==> src/rtl/uart_rx_fifo.sv <==
// UART receiver with parity/framing checks feeding a first-word-fall-through FIFO.
// Define UART_RX_MAJORITY_VOTE_EN for 2-of-3 majority sampling around mid-bit (adds 1 clock of latency).
//
// state     | meaning
// IDLE      | line idle, waiting for a synchronised low
// START     | timing to mid start bit, rejecting glitches
// DATA      | sampling data bits LSB first
// PARITY    | sampling the parity bit
// STOP      | sampling the stop bit, pushing or flagging the frame
// WAIT_HIGH | framing error seen, waiting for the line to return high
module uart_rx_fifo #(
    parameter int CLKS_PER_BIT = 217,
    parameter int DATA_BITS    = 8,
    parameter int PARITY       = 0,
    parameter int FIFO_DEPTH   = 4
) (
    input  logic                               i_Clk,
    input  logic                               i_Rst_L,
    input  logic                               i_Rx_Serial,
    input  logic                               i_Rx_Ready,
    input  logic                               i_Err_Clr,
    output logic [DATA_BITS-1:0]               o_Rx_Data,
    output logic                               o_Rx_Valid,
    output logic [$clog2(FIFO_DEPTH+1)-1:0]    o_Fifo_Count,
    output logic                               o_Parity_Err,
    output logic                               o_Frame_Err,
    output logic                               o_Overflow
);

`ifdef UART_RX_MAJORITY_VOTE_EN
    localparam int START_LOAD = CLKS_PER_BIT / 2;
`else
    localparam int START_LOAD = CLKS_PER_BIT / 2 - 1;
`endif
    localparam int TW = $clog2(CLKS_PER_BIT);
    localparam int BW = $clog2(DATA_BITS);
    localparam int AW = $clog2(FIFO_DEPTH);
    localparam int CW = $clog2(FIFO_DEPTH + 1);
    localparam logic [TW-1:0] T_START  = TW'(START_LOAD);
    localparam logic [TW-1:0] T_FULL   = TW'(CLKS_PER_BIT - 1);
    localparam logic [BW-1:0] LAST_BIT = BW'(DATA_BITS - 1);
    localparam logic [CW-1:0] DEPTH_C  = CW'(FIFO_DEPTH);
    localparam logic          ODD      = (PARITY == 1);

    typedef enum logic [2:0] {IDLE, START, DATA, PARITY_S, STOP, WAIT_HIGH} state_t;

    state_t                 state, state_nxt;
    logic                   rx_meta, rx_sync, bit_smp, tick;
    logic [TW-1:0]          timer;
    logic [BW-1:0]          bit_cnt;
    logic [DATA_BITS-1:0]   shreg, push_data;
    logic                   par_bad, push_q;
    logic                   load_half, load_full, shift_en, par_en;
    logic                   push_req, frame_err_set, parity_err_set;
    logic [DATA_BITS-1:0]   mem [FIFO_DEPTH];
    logic [AW-1:0]          rd_ptr, wr_ptr;
    logic [CW-1:0]          count;
    logic                   pop, full, wr_en, overflow_set;

    // Synchroniser resets to idle-high so a reset release never fakes a start edge.
    always_ff @(posedge i_Clk or negedge i_Rst_L) begin
        if (!i_Rst_L) begin
            rx_meta <= 1'b1;
            rx_sync <= 1'b1;
        end else begin
            rx_meta <= i_Rx_Serial;
            rx_sync <= rx_meta;
        end
    end

`ifdef UART_RX_MAJORITY_VOTE_EN
    logic rx_h1, rx_h2;
    always_ff @(posedge i_Clk or negedge i_Rst_L) begin
        if (!i_Rst_L) begin
            rx_h1 <= 1'b1;
            rx_h2 <= 1'b1;
        end else begin
            rx_h1 <= rx_sync;
            rx_h2 <= rx_h1;
        end
    end
    assign bit_smp = (rx_sync & rx_h1) | (rx_sync & rx_h2) | (rx_h1 & rx_h2);
`else
    assign bit_smp = rx_sync;
`endif

    assign tick = (timer == '0);

    always_ff @(posedge i_Clk or negedge i_Rst_L) begin
        if (!i_Rst_L) state <= IDLE;
        else          state <= state_nxt;
    end

    always_comb begin
        state_nxt = state;
        case (state)
            IDLE:      if (!rx_sync) state_nxt = START;
            START:     if (tick) state_nxt = bit_smp ? IDLE : DATA;
            DATA:      if (tick && bit_cnt == LAST_BIT)
                           state_nxt = (PARITY != 0) ? PARITY_S : STOP;
            PARITY_S:  if (tick) state_nxt = STOP;
            STOP:      if (tick) state_nxt = bit_smp ? IDLE : WAIT_HIGH;
            WAIT_HIGH: if (rx_sync) state_nxt = IDLE;
            default:   state_nxt = IDLE;
        endcase
    end

    always_comb begin
        load_half      = (state == IDLE) && !rx_sync;
        load_full      = tick && (state == START || state == DATA || state == PARITY_S);
        shift_en       = tick && (state == DATA);
        par_en         = tick && (state == PARITY_S);
        push_req       = tick && (state == STOP) && bit_smp && !par_bad;
        frame_err_set  = tick && (state == STOP) && !bit_smp;
        parity_err_set = tick && (state == STOP) && par_bad;
    end

    always_ff @(posedge i_Clk or negedge i_Rst_L) begin
        if (!i_Rst_L) begin
            timer     <= '0;
            bit_cnt   <= '0;
            shreg     <= '0;
            par_bad   <= 1'b0;
            push_q    <= 1'b0;
            push_data <= '0;
        end else begin
            if (load_half)       timer <= T_START;
            else if (load_full)  timer <= T_FULL;
            else if (!tick)      timer <= timer - 1'b1;

            if (state == START)  bit_cnt <= '0;
            else if (shift_en)   bit_cnt <= bit_cnt + 1'b1;

            if (shift_en)        shreg <= {bit_smp, shreg[DATA_BITS-1:1]};

            if (load_half)       par_bad <= 1'b0;
            else if (par_en)     par_bad <= (^shreg) ^ bit_smp ^ ODD;

            push_q <= push_req;
            if (push_req)        push_data <= shreg;
        end
    end

    assign pop          = o_Rx_Valid && i_Rx_Ready;
    assign full         = (count == DEPTH_C);
    assign wr_en        = push_q && (!full || pop);
    assign overflow_set = push_q && full && !pop;

    always_ff @(posedge i_Clk or negedge i_Rst_L) begin
        if (!i_Rst_L) begin
            for (int i = 0; i < FIFO_DEPTH; i++) mem[i] <= '0;
            rd_ptr <= '0;
            wr_ptr <= '0;
            count  <= '0;
        end else begin
            if (wr_en) begin
                mem[wr_ptr] <= push_data;
                wr_ptr      <= wr_ptr + 1'b1;
            end
            if (pop) rd_ptr <= rd_ptr + 1'b1;
            count <= count + CW'(wr_en) - CW'(pop);
        end
    end

    assign o_Rx_Data    = mem[rd_ptr];
    assign o_Rx_Valid   = (count != '0);
    assign o_Fifo_Count = count;

    // Set has priority over a coincident clear.
    always_ff @(posedge i_Clk or negedge i_Rst_L) begin
        if (!i_Rst_L) begin
            o_Parity_Err <= 1'b0;
            o_Frame_Err  <= 1'b0;
            o_Overflow   <= 1'b0;
        end else begin
            o_Parity_Err <= parity_err_set | (o_Parity_Err & ~i_Err_Clr);
            o_Frame_Err  <= frame_err_set  | (o_Frame_Err  & ~i_Err_Clr);
            o_Overflow   <= overflow_set   | (o_Overflow   & ~i_Err_Clr);
        end
    end

endmodule

==> config.mk <==
export PLATFORM = sky130hd
export DESIGN_NAME = uart_rx_fifo
export DESIGN_NICKNAME = d
export VERILOG_FILES = /design/src/rtl/uart_rx_fifo.sv
export SDC_FILE = /design/constraint.sdc
export NUM_CORES = 1
export LEC_CHECK = 0
export CORE_ASPECT_RATIO = 1.25
export CORE_MARGIN = 1.5
export CORE_UTILIZATION = 60
export CTS_BUF_LIST = sky130_fd_sc_hd__clkbuf_4
export CTS_CLUSTER_SIZE = 24
export DETAILED_ROUTE_END_ITERATION = 7
export HOLD_SLACK_MARGIN = 0.12
export PLACE_DENSITY = 0.8
export SLEW_MARGIN = 10
export SYNTH_ARGS = -nofsm -noshare
export SYNTH_HDL_FRONTEND = slang
export SYNTH_SLANG_ARGS = --single-unit
export TNS_END_PERCENT = 50
==> constraint.sdc <==
create_clock -name i_Clk -period 2.8 [get_ports i_Clk]
set_clock_uncertainty 0.05 [all_clocks]
set_input_delay 0.7 -clock i_Clk [delete_from_list [all_inputs] [get_ports i_Clk]]
set_output_delay 0.7 -clock i_Clk [all_outputs]
set_load 0.01 [all_outputs]
==> results of run 1 <==
stage by stage:
stage	instance area, sq um	hold slack (ps)	util	worst slack, ps
2_1_floorplan	3490	295	-	501
3_3_place_gp	3800	298	0.689	202
3_5_place_dp	3800	299	0.689	108
4_1_cts	3960	317	0.718	4.05
5_1_grt	3980	318	0.721	-6.16
6_report	3980	315	0.721	98.8
power breakdown:
group          total (mW)  switching, mW  leakage [nW]  internal [mW]
combinational       0.306          0.135         0.880          0.172
sequential           1.20         0.0627          1.00           1.14
clock               0.745          0.372        0.0868          0.372
repair_timing:
action / CTS / global route
hold buffers: 0 / 0
endpoints found under the hold margin: 0 / 0
endpoints found under the setup margin: 0 / 8
gates resized for setup: 0 / 4
worst max-delay path, delay by kind of cell (launching register included):
family,cells,cell delay [ps]
buf+inv,2,650
mux,1,510
flops,1,380
synthesized netlist by cell type, types with 3 or more instances:
master / instances / share of area
dfrtp_1: 74 / 0.53
mux2_2: 47 / 0.15
nand2_1: 16 / 0.017
nor2_1: 15 / 0.016
inv_1: 13 / 0.014
ha_1: 9 / 0.032
o21ai_0: 9 / 0.013
mux4_2: 8 / 0.052
clkbuf_1: 7 / 0.0075
nor3_1: 6 / 0.0086
xnor2_1: 6 / 0.015
a21oi_1: 4 / 0.0057
xor2_1: 4 / 0.010
nor2b_1: 3 / 0.0054
how the worst max path moves through the flow:
stage / from / end / slack, ps / cells past startpoint
2_1_floorplan: timer[0] / shreg[0] / 500 / 6
3_3_place_gp: i_Rx_Ready / o_Fifo_Count[1] / 200 / 8
3_5_place_dp: i_Rx_Ready / o_Fifo_Count[1] / 110 / 8
4_1_cts: rd_ptr[0] / o_Rx_Data[3] / 4 / 3
5_1_grt: rd_ptr[0] / o_Rx_Data[7] / -6 / 3
6_report: rd_ptr[0] / o_Rx_Data[0] / 100 / 3
routing by layer:
metal / part of all wire / GRT usage / up-vias
li1: - / - / 1007
met1: 0.44 / 0.277 / 1068
met2: 0.52 / 0.353 / 29
met3: 0.027 / 0.0638 / 10
met4: 0.020 / 0.0823 / 0
met5: 0 / 0 / -
final cells by class:
cell class / instances / share of cell area
Sequential cell: 76 / 0.479
Multi-Input combinational cell: 167 / 0.379
Timing Repair Buffer: 29 / 0.0692
Clock inverter: 6 / 0.0217
Tap cell: 64 / 0.0201
Clock buffer: 10 / 0.0189
Inverter: 13 / 0.0123
registers in the layout, indices dropped and copies added, names as in the netlist, 2 cells and up:
name / flops
shreg: 8
state: 3
push_data: 8
o_Fifo_Count: 3
wr_ptr: 2
mem: 32
timer: 8
bit_cnt: 3
rd_ptr: 2
cells by family after synthesis:
logic type,Yosys count
adder cells (fa/ha/maj),10
multiplexers,57
AND/OR/NAND/NOR,61
XOR/XNOR,12
buffers and inverters,22
flip-flops,76
AO/OA/AOI/OAI,27
==> summary.md, run 1 <==
| Metric | Value |
|---|---|
| Post-synthesis sequential area ratio | `0.545` |
| Detail-routed via count per cell | `5.79` |
| Post-Synth XOR/XNOR Area | `0.0383` |
| Worst path max stage delay | `510 ps` |
| DR WL/cell | `16.2 um` |
| Finished Layout Cells | `365` |
| Status | `completed` |
| Min-Delay Startpoint | `rx_meta` |
| ANT cells | `0` |
| Area growth from synthesis to layout | `13.8%` |
| GPL Wtd Cong | `0.816` |
| Most frequent cells in the layout | `dfrtp_1 (74), mux2_2 (47), nand2_1 (16), clkdlybuf4s50_1 (16), nor2_1 (15)` |
| Adder-Cell Fraction of Synth Area | `0.0380` |
| Clk_lat worst skew | `410 ps` |
| Final setup fails | `0` |
| Dpl cells | `349` |
| Total power | `2.25 mW` |
| EDFF count, synth | `0` |
| Crit-path cells | `buf_8, mux4_2, clkdlybuf4s50_1` |
| Multiplexer share of the synthesized area | `0.209` |
| Startpoint types | `flop` |
| Max IR drop VDD | `0.000386 V` |
| Hold Crit Class | `reg -> reg` |
| Reg2reg end | `push_data[6]` |
| Largest net degree at the start of global routing | `77` |
| Port bufs | `19` |
| Die span in y | `88.3 um` |
| Filler cells | `385` |
| Slew headroom | `0.390` |
| WHS Path Cells | `0` |
| Post-synth ARST share | `1.00` |
| Max Transition Viols Final | `0` |
| Main flop type after synthesis | `dfrtp_1` |
| P_leak | `1.97 nW` |
| CP Max Fanout | `10` |
| Worst slew pin tran | `915 ps` |
| Ratio of cells with drive above 1 in the final layout | `0.299` |
| Post-Synth Simple-Gate Area | `0.0952` |
| Power Density | `567 nW/um^2` |
| Tcrit/Tclk final | `0.965` |
| Data required, critical path | `2050 ps` |
| Unique masters post-synth | `50` |
| Overall Global Routing Usage | `0.217` |
| Setup Buffers After CTS | `0` |
| Commonest non-fill, non-tap cell in the layout | `dfrtp_1` |
| Fin nets | `311` |
| Clock Sinks | `76` |
| I/O pin cnt | `20` |
| Fraction of the mapped netlist area in compound gates | `0.0505` |
| Reg2reg path depth | `6` |
| Drt drc | `0` |
| Worst-path clk slew | `120 ps` |
| CTS root buffer | `clkbuf_4` |
| Ys Warns | `0` |
| Row cnt | `30` |
| WP data arrival | `1950 ps` |
| H-tree levels | `3` |
| Worst setup EP type | `primary output` |
| Mean Syn Cell Area | `13.2 sq um` |
| FMAX | `0.370 GHz` |
| Synthesized cell area | `3490 sq um` |
| Final Hold Fails | `0` |
| R2r setup slk | `350 ps` |
| FF/Latch Area | `1900 sq um` |
| Die area | `6290 sq um` |
| Largest family of logic cells by synthesized area | `multiplexers` |
| Synthesized net count | `280` |
| Initial antenna violation count | `0` |
| Setup TNS | `0 ps` |
| Drt pass-1 iters | `4` |
| Area of the core | `5520 sq um` |
| DP HPWL | `4.07 mm` |
| CP max stage cell | `mux4_2` |
| Max_cap viols | `0` |
| Initial DRC count | `130` |
| Clock buffer depth | `2` |
| Routed WL | `5.90 mm` |
| Global route overflow | `0` |
| Crit path time final | `2700 ps` |
| Number of synthesized register bits | `76` |
| Multi-input logic area | `1510 sq um` |
| Clock buffer count from CTS | `9` |
| First-pass GRT wire length | `10.2 mm` |
| Vias in the first global route | `2,134` |
| Initial Util | `0.633` |
| Min-Delay Endpoint | `bit_smp` |
| Syn Inst Count | `265` |
| Post-route ant nets | `0` |
| Die width | `71.3 um` |
| Worst R2R Start | `timer[0]` |
| Routed via count | `2,114` |
| CTS tree | `yes` |
| CP Class | `reg -> out` |
(Power assumes the default switching activity.)
==> run 2, diff against run 1 <==
Settings changed: CTS_CLUSTER_DIAMETER set to 80.
Clock period 2.8 ns to 3.35 ns, I/O delays scaled along.
==> run 2 against run 1 <==
- non-clock buffer count fell by 9
- sequential power fell by 14%
- hold slack improved by 0.79 ps
- flip-flop and latch count did not move
- design area fell by 2.1%
- largest power group unchanged
- core utilization fell by 1.5 points
- count of clock-buffer cells in the layout rose by 1
- final cell count fell by 2.5%
- total power fell by 17%
- combinational power fell by 29%
==> summary.md, run 2 (same netlist as run 1, synthesis figures left out) <==
| Metric | Value |
|---|---|
| Max reg flops | `32 (unchanged)` |
| Status | `completed (unchanged)` |
| Startpoint types | `flop (unchanged)` |
| Detail-routed via count per cell | `5.98 (was 5.79)` |
| Die area | `6290 sq um (unchanged)` |
| GPL Wtd Cong | `0.799 (was 0.816)` |
| Most frequent cells in the layout | `dfrtp_1 (74), mux2_2 (47), clkdlybuf4s50_1 (18) (was dfrtp_1 (74), mux2_2 (47), nand2_1 (16), clkdlybuf4s50_1 (16), nor2_1 (15))` |
| CP Max Fanout | `9 (was 10)` |
| Worst R2R Start | `timer[0] (unchanged)` |
| Min-Delay Endpoint | `bit_smp (unchanged)` |
| Initial antenna violation count | `0 (unchanged)` |
| Final setup fails | `0 (unchanged)` |
| Max_cap viols | `0 (unchanged)` |
| I/O pin cnt | `20 (unchanged)` |
| Clock Sinks | `76 (unchanged)` |
| Finished Layout Cells | `356 (was 365)` |
| Max Transition Viols Final | `0 (unchanged)` |
| Worst slew pin tran | `1010 ps (was 915 ps)` |
| Min-Delay Startpoint | `rx_meta (unchanged)` |
| R2r setup slk | `710 ps (was 350 ps)` |
| Tcrit/Tclk final | `0.925` |
| CP Class | `reg -> out (unchanged)` |
| Clock buffer count from CTS | `9 (unchanged)` |
| Drt drc | `0 (unchanged)` |
| Initial Util | `0.633 (unchanged)` |
| Commonest non-fill, non-tap cell in the layout | `dfrtp_1 (unchanged)` |
| P_leak | `1.88 nW (was 1.97 nW)` |
| ANT cells | `0 (unchanged)` |
| Port bufs | `19 (unchanged)` |
| RSZ-0062 raised after global routing | `false` |
| Largest register by flop count | `mem (unchanged)` |
| CTS tree | `yes (unchanged)` |
| Max IR drop VDD | `0.000337 V (was 0.000386 V)` |
| Die span in y | `88.3 um (unchanged)` |
| Fin nets | `302 (was 311)` |
| Worst setup EP type | `primary output (unchanged)` |
| Setup Buffers After CTS | `0 (unchanged)` |
| Initial DRC count | `134 (was 130)` |
| Drt pass-1 iters | `4 (unchanged)` |
| Routed via count | `2,129 (was 2,114)` |
| PostCTS Resize Cnt | `0 (unchanged)` |
| Crit path time final | `3100 ps` |
| Hold Crit Class | `reg -> reg (unchanged)` |
| Slew headroom | `0.317 (was 0.390)` |
| Vias in the first global route | `2,164 (was 2,134)` |
| Dpl cells | `340 (was 349)` |
| Worst-path clk slew | `120 ps (about the same)` |
| Clock buffer depth | `2 (unchanged)` |
| WP data arrival | `2210 ps (was 1950 ps)` |
| Clk_lat worst skew | `410 ps (about the same)` |
| Ratio of cells with drive above 1 in the final layout | `0.274 (was 0.299)` |
| Routed WL | `5.87 mm (was 5.90 mm)` |
| Power Density | `480 nW/um^2 (was 567 nW/um^2)` |
| Area of the core | `5520 sq um (unchanged)` |
| First-pass GRT wire length | `10.1 mm (was 10.2 mm)` |
| Reg2reg end | `push_data[5] (was push_data[6])` |
| DP HPWL | `3.99 mm (was 4.07 mm)` |
| Reg2reg path depth | `6 (unchanged)` |
| Global route overflow | `0 (unchanged)` |
| Die width | `71.3 um (unchanged)` |
| Largest net degree at the start of global routing | `77 (unchanged)` |
| Row cnt | `30 (unchanged)` |
| DR WL/cell | `16.5 um (was 16.2 um)` |
| CTS root buffer | `clkbuf_4 (unchanged)` |
| Hold Buf Count CTS | `0 (unchanged)` |
| WHS Path Cells | `0 (unchanged)` |
| Setup TNS | `0 ps (unchanged)` |
| Data required, critical path | `2460 ps (was 2050 ps)` |
| Final Hold Fails | `0 (unchanged)` |
| Overall Global Routing Usage | `0.211 (was 0.217)` |
| FMAX | `0.323 GHz` |
| H-tree levels | `3 (unchanged)` |
| Post-route ant nets | `0 (unchanged)` |
| Area growth from synthesis to layout | `11.4% (was 13.8%)` |
## run 2: worst max-delay path by stage
stage	start	endpoint	slack [ps]	cells after the start
after CTS	rd_ptr[0]	o_Rx_Data[7]	180	2
after floorplan	i_Rx_Ready	o_Fifo_Count[2]	920	9
final	rd_ptr[0]	o_Rx_Data[7]	250	2
after detailed placement	i_Rx_Ready	o_Fifo_Count[2]	280	9
after global placement	i_Rx_Ready	o_Fifo_Count[2]	360	9
after global routing	rd_ptr[0]	o_Rx_Data[7]	90	2
## run 2: where the power goes
group	switching, mW	internal, mW
combinational	0.0828	0.134
clock	0.303	0.316
sequential	0.0791	0.953
## run 2: metrics by stage
step,setup WS [ps],util,cell area [sq um],hold slack [ps],power [mW]
2_1_floorplan,920,-,3490,295,1.16
3_3_place_gp,364,0.677,3730,298,1.27
3_5_place_dp,283,0.677,3730,299,1.28
4_1_cts,183,0.706,3890,318,1.90
5_1_grt,89.2,0.706,3890,324,1.96
6_report,251,0.706,3890,316,1.87
## run 2: layout make-up
type | count | area (sq um)
fillers | 385 | 1620
multi-input cells | 167 | 1510
inverters | 13 | 48.8
clock inverters | 5 | 76.3
clock buffers | 11 | 82.6
well taps | 64 | 80.1
repair buffers | 20 | 195
flip-flops and latches | 76 | 1900
## run 2: critical path: stages (launching register included)
cell and delay (ps):
dfrtp_1 720, mux4_2 590, clkdlybuf4s50_1 490
## run 2: routing by layer
layer | global-route usage | wire length (um) | up-vias
met5 | 0 | 0 | -
met4 | 0.0858 | 97 | 0
met3 | 0.0649 | 164 | 11
met2 | 0.349 | 3090 | 27
met1 | 0.261 | 2510 | 1099
li1 | - | - | 992
